`src/rtl/uart_pkg.sv`:
```
// Shared UART definitions: receive FSM state encoding and 8N1 frame constants.
package uart_pkg;

  localparam int UART_DATA_BITS = 8;

  // Line level of the start and stop bits of an 8N1 frame
  localparam logic START_BIT = 1'b0;
  localparam logic STOP_BIT  = 1'b1;

  typedef enum logic [2:0] {
    IDLE      = 3'd0,
    START     = 3'd1,
    DATA      = 3'd2,
    STOP      = 3'd3,
    WAIT_IDLE = 3'd4
  } uart_state_t;

endpackage

```
`src/rtl/uart_sync2.sv`:
```
// Two-flop synchronizer for the asynchronous serial line; resets to the idle-high level.
module uart_sync2 (
  input  logic bclk,
  input  logic reset,
  input  logic i_d,
  output logic o_q
);

  logic r_meta;
  logic r_q;

  // Two-stage capture of the asynchronous input into the bclk domain
  always_ff @(posedge bclk or posedge reset) begin
    if (reset) begin
      r_meta <= 1'b1;
      r_q    <= 1'b1;
    end else begin
      r_meta <= i_d;
      r_q    <= r_meta;
    end
  end

  assign o_q = r_q;

endmodule

```
`src/rtl/uart_receiver.sv`:
```
// UART 8N1 receive stage: oversampled start validation, mid-bit sampling into a
// shift register, and a host-facing receive buffer with ready/frame/overrun flags.
module uart_receiver
  import uart_pkg::*;
#(
  parameter int OVERSAMPLE = 8
) (
  input  logic                      bclk,
  input  logic                      reset,
  input  logic                      rx_in,
  input  logic                      rd,
  output logic [UART_DATA_BITS-1:0] d_out,
  output logic                      rx_ready,
  output logic                      frame_err,
  output logic                      overrun_err
);

  localparam int DATA_W = UART_DATA_BITS;
  localparam int CNT_W  = $clog2(OVERSAMPLE);

  localparam logic [CNT_W-1:0] HALF_LAST = CNT_W'(OVERSAMPLE / 2 - 1);
  localparam logic [CNT_W-1:0] FULL_LAST = CNT_W'(OVERSAMPLE - 1);
  localparam logic [CNT_W-1:0] CNT_ONE   = CNT_W'(1);
  localparam logic [2:0]       LAST_BIT  = 3'(DATA_W - 1);

  logic              w_rx_s;
  logic              w_xfer;

  uart_state_t       r_state;
  logic [CNT_W-1:0]  r_sample_cnt;
  logic [2:0]        r_bit_cnt;
  logic [DATA_W-1:0] r_rsr;
  logic [DATA_W-1:0] r_rbr;
  logic              r_ready;
  logic              r_ferr;
  logic              r_ovr;

  uart_sync2 u_sync (
    .bclk  (bclk),
    .reset (reset),
    .i_d   (rx_in),
    .o_q   (w_rx_s)
  );

  // The stop-bit sample point is the moment the shift register is handed to the host
  assign w_xfer = (r_state == STOP) && (r_sample_cnt == FULL_LAST);

  // Frame FSM: start validation at half a bit, then one sample per bit period at mid-bit
  always_ff @(posedge bclk or posedge reset) begin
    if (reset) begin
      r_state      <= IDLE;
      r_sample_cnt <= '0;
      r_bit_cnt    <= '0;
      r_rsr        <= '0;
    end else begin
      unique case (r_state)
        IDLE: begin
          r_sample_cnt <= '0;
          if (w_rx_s == START_BIT) r_state <= START;
        end
        START: begin
          if (r_sample_cnt == HALF_LAST) begin
            r_sample_cnt <= '0;
            r_bit_cnt    <= '0;
            // A line that is high again at mid start bit was a glitch
            r_state      <= (w_rx_s == START_BIT) ? DATA : IDLE;
          end else begin
            r_sample_cnt <= r_sample_cnt + CNT_ONE;
          end
        end
        DATA: begin
          if (r_sample_cnt == FULL_LAST) begin
            r_sample_cnt <= '0;
            r_rsr        <= {w_rx_s, r_rsr[DATA_W-1:1]};
            if (r_bit_cnt == LAST_BIT) r_state <= STOP;
            else                       r_bit_cnt <= r_bit_cnt + 3'd1;
          end else begin
            r_sample_cnt <= r_sample_cnt + CNT_ONE;
          end
        end
        STOP: begin
          if (r_sample_cnt == FULL_LAST) begin
            r_sample_cnt <= '0;
            // A low stop bit may be a break; wait for the line to return high
            r_state      <= (w_rx_s == STOP_BIT) ? IDLE : WAIT_IDLE;
          end else begin
            r_sample_cnt <= r_sample_cnt + CNT_ONE;
          end
        end
        WAIT_IDLE: begin
          if (w_rx_s == STOP_BIT) r_state <= IDLE;
        end
        default: r_state <= IDLE;
      endcase
    end
  end

  // Receive buffer and status flags; a new byte takes priority over a host read
  always_ff @(posedge bclk or posedge reset) begin
    if (reset) begin
      r_rbr   <= '0;
      r_ready <= 1'b0;
      r_ferr  <= 1'b0;
      r_ovr   <= 1'b0;
    end else if (w_xfer) begin
      r_rbr   <= r_rsr;
      r_ready <= 1'b1;
      r_ferr  <= (w_rx_s != STOP_BIT);
      // An unread byte is lost unless the host reads it in this same cycle
      if (r_ready) r_ovr <= ~rd;
    end else if (rd && r_ready) begin
      r_ready <= 1'b0;
      r_ferr  <= 1'b0;
      r_ovr   <= 1'b0;
    end
  end

  assign d_out       = r_rbr;
  assign rx_ready    = r_ready;
  assign frame_err   = r_ferr;
  assign overrun_err = r_ovr;

endmodule

```
`config.mk`:
```
export PLATFORM = sky130hd
export DESIGN_NAME = uart_receiver
export DESIGN_NICKNAME = d
export VERILOG_FILES = /design/src/rtl/uart_pkg.sv /design/src/rtl/uart_sync2.sv /design/src/rtl/uart_receiver.sv
export SDC_FILE = /design/constraint.sdc
export NUM_CORES = 1
export LEC_CHECK = 0
export ABC_AREA = 0
export BUFFER_PORTS_ARGS = -buffer_cell sky130_fd_sc_hd__buf_2
export CAP_MARGIN = 30
export CORE_UTILIZATION = 40
export DETAILED_ROUTE_END_ITERATION = 16
export HOLD_SLACK_MARGIN = 0.02
export SLEW_MARGIN = 20
export SYNTH_ARGS = -nofsm -noshare
export SYNTH_HDL_FRONTEND = slang
export SYNTH_HIERARCHICAL = 1
export SYNTH_SLANG_ARGS = --single-unit
```
`constraint.sdc`:
```
create_clock -name bclk -period 2.3 [get_ports bclk]
set_clock_uncertainty 0.15 [all_clocks]
set_input_delay 0.23 -clock bclk [delete_from_list [all_inputs] [get_ports bclk]]
set_output_delay 0.23 -clock bclk [all_outputs]
set_load 0.01 [all_outputs]
```
==> results.sh <==
export IMPL_drtIter0Drc=23
export IMPL_path_class="flop to flop"
export IMPL_cts_path_max_buffers=2
export IMPL_min_period_ns=1.99
export IMPL_grt_pass1_wl_um=3650
export IMPL_grt_overflow=0
export IMPL_min_delay_start="u_sync/r_meta$_DFF_PP1_"
export IMPL_post_cts_buffers=0
export IMPL_synth_area_um2=1320
export IMPL_via_count=785
export IMPL_cap_violations=0
export IMPL_routedWlPerCell_um=12.9
export IMPL_dieArea_um2=3530
export IMPL_tightest_slew_ns=0.415
export IMPL_syn_num_nets=108
export IMPL_grt_start_max_net_pins=29
export IMPL_drtAntennaViolNets=0
export IMPL_layout_commonest_cell="dfrtp_1"
export IMPL_drv_slew=0
export IMPL_grt_busiest_layer="met2"
export IMPL_cts_root_buffer="clkbuf_4"
export IMPL_grt_pass1_vias=811
export IMPL_die_y_um=59.4
export IMPL_cts_buffers_inserted=5
export IMPL_place_inst=152
export IMPL_nNetsFinal=128
export IMPL_synth_cell_types=28
export IMPL_fp_dieW_um=59.4
export IMPL_synth_seq_cells=30
export IMPL_final_cell_mix="dfrtp_1, mux2_2, buf_2"
export IMPL_slew_headroom_pct=72.2
export IMPL_required_ns=2.35
export IMPL_place_gp_congestion=0.713
export IMPL_ff_latch_area_um2=753
export IMPL_cts_tree="yes"
export IMPL_drt_wl_total_um=2080
export IMPL_p_leak_nw=0.776
export IMPL_netlist_instances=98
export IMPL_holdCritPathClass="flop to flop"
export IMPL_diodes=0
export IMPL_clk_pin_slew_ns=0.08
export IMPL_r2r_slack_ns=0.31
export IMPL_rsz0062_at_grt="false"
export IMPL_layout_drive_gt1_share_pct=37.3
export IMPL_multi_input_area_um2=503
export IMPL_rows=20
export IMPL_rr_endpoint="r_rsr[3]$_DFFE_PP0P_"
export IMPL_ir_drop_v=0.000389
export IMPL_rr_worst_depth=4
export IMPL_clock_latency_ns=0.32
export IMPL_outcome="finished clean"
export IMPL_port_buffers=14
export IMPL_fmax_mhz=503
export IMPL_grtUsageMet2_pct=21.3
export IMPL_use_met1_pct=18.8
export IMPL_hold_viol_final=0
export IMPL_arrival_ns=2.04
export IMPL_cts_num_sinks=30
export IMPL_layout_cells_non_filler=162
export IMPL_grtUsageMet3_pct=5.24
export IMPL_syn_to_final_growth_pct=13.0
export IMPL_holdPathStages=0
export IMPL_nFillCells=285
export IMPL_critPathMaxFanout=9
export IMPL_start_util_pct=42.8
export IMPL_track_usage_pct=14.5
export IMPL_endpoint_kind="flop"
export IMPL_htreeDepth=2
export IMPL_yosys_warnings=6
export IMPL_synth_avg_cell_area_um2=13.4
export IMPL_setup_viol=0
export IMPL_r2r_start="r_sample_cnt[0]$_DFFE_PP0P_"
export IMPL_pin_count=15
export IMPL_cp_start_kind="flop"
export IMPL_antenna_found_initial=0
export IMPL_ys_seq_area_share_pct=57.2
export IMPL_power_density_nw_per_um2=845
export IMPL_fin_tns_setup_ns=0
export IMPL_timing_final_crit_share_pct=86.4
export IMPL_drt_pass1_iterations=4
export IMPL_worstHoldEndpoint="u_sync/o_q$_DFF_PP1_"
export IMPL_viasPerCell=4.85
export IMPL_core_area_um2=3080
export IMPL_post_route_drc_count=0
export IMPL_dp_hpwl_um=1450
## synth_stat cells
library cell / number / area share (%)
dfrtp_1: 28 / 53
mux2_2: 17 / 15
ha_1: 6 / 5.7
inv_1: 6 / 1.7
nand2_1: 6 / 1.7
o21ai_0: 5 / 1.9
nor2_1: 4 / 1.1
a21oi_1: 2 / 0.76
a22o_1: 2 / 1.3
buf_6: 2 / 1.7
dfstp_2: 2 / 4.0
o21bai_1: 2 / 1.1
a211oi_1: 1 / 0.57
a21o_1: 1 / 0.57
a22oi_1: 1 / 0.57
and3b_1: 1 / 0.66
and4bb_1: 1 / 0.95
buf_2: 1 / 0.38
buf_4: 1 / 0.57
clkbuf_1: 1 / 0.28
mux4_2: 1 / 1.7
nand3_1: 1 / 0.38
nand4b_2: 1 / 1.1
nor2b_1: 1 / 0.48
nor2b_4: 1 / 1.0
nor3b_1: 1 / 0.57
nor4bb_1: 1 / 0.76
o21a_1: 1 / 0.57
## cells by family (layout without fill, tap and decap cells)
family          after synthesis  in the layout  synth area share [%]
mux                          18             18                  16.2
flops                        30             30                  57.2
buf+inv                      11             31                  4.65
simple gates                 18             18                  8.83
fa+ha+maj                     6              6                  5.70
compound gates               15             15                  7.41
## layer usage
layer  vias to the layer above  share of wire [%]
met4                         0               0.67
li1                        381                  -
met3                         2                3.1
met1                       386                 48
met2                        16                 48
met5                         -                  0
## repair_timing
item,4_1_cts,5_1_grt
hold buffers,3,0
resized for setup,0,0
hold endpoints to repair,32,0
## where the power goes
part	leakage [nW]	switching (mW)	internal, mW
clock	0.0308	0.168	0.110
sequential	0.400	0.0909	0.610
combinational	0.345	0.127	0.153
## registers in the layout, summed over array words and instances (netlist names)
signal	cells
d_out	8
r_rsr	8
r_bit_cnt	3
r_sample_cnt	3
r_state	3
frame_err	1
overrun_err	1
rx_ready	1
u_sync/o_q	1
u_sync/r_meta	1
## critical path, stage by stage (launching register included)
cell and delay (ns):
dfrtp_1 0.37, ha_1 0.19, ha_1 0.29, and4bb_1 0.48
mux2_2 0.38
## stage by stage
| step | hold slack [ns] | cell area (um2) | total power, mW | setup WS (ns) | utilization (%) |
|---|---|---|---|---|---|
| 2_1_floorplan | -0.00850 | 1320 | 0.943 | 0.482 | - |
| 3_3_place_gp | 0.109 | 1410 | 0.977 | 0.383 | 45.9 |
| 3_5_place_dp | 0.117 | 1410 | 0.994 | 0.327 | 45.9 |
| 4_1_cts | 0.215 | 1490 | 1.28 | 0.314 | 48.4 |
| 5_1_grt | 0.219 | 1490 | 1.36 | 0.193 | 48.4 |
| 6_report | 0.213 | 1490 | 1.26 | 0.314 | 48.4 |
## worst max-delay path by stage
stage | start | endpoint | slack [ns] | cells after the start
finish | r_sample_cnt[0]$_DFFE_PP0P_ | r_rsr[3]$_DFFE_PP0P_ | 0.31 | 4
global route | r_sample_cnt[0]$_DFFE_PP0P_ | r_rsr[3]$_DFFE_PP0P_ | 0.19 | 4
CTS | r_sample_cnt[0]$_DFFE_PP0P_ | r_rsr[3]$_DFFE_PP0P_ | 0.31 | 4
detailed placement | r_sample_cnt[0]$_DFFE_PP0P_ | r_rsr[6]$_DFFE_PP0P_ | 0.33 | 4
global placement | r_sample_cnt[0]$_DFFE_PP0P_ | r_rsr[0]$_DFFE_PP0P_ | 0.38 | 4
floorplan | r_sample_cnt[0]$_DFFE_PP0P_ | r_bit_cnt[0]$_DFFE_PP0P_ | 0.48 | 6
## cell type report
cell class / count / share of cell area, %
Timing Repair Buffer: 18 / 7.23
Multi-Input combinational cell: 57 / 33.8
Tap cell: 44 / 3.70
Clock inverter: 2 / 0.672
Sequential cell: 30 / 50.6
Inverter: 6 / 1.51
Clock buffer: 5 / 2.52
(Power assumes the default switching activity.)
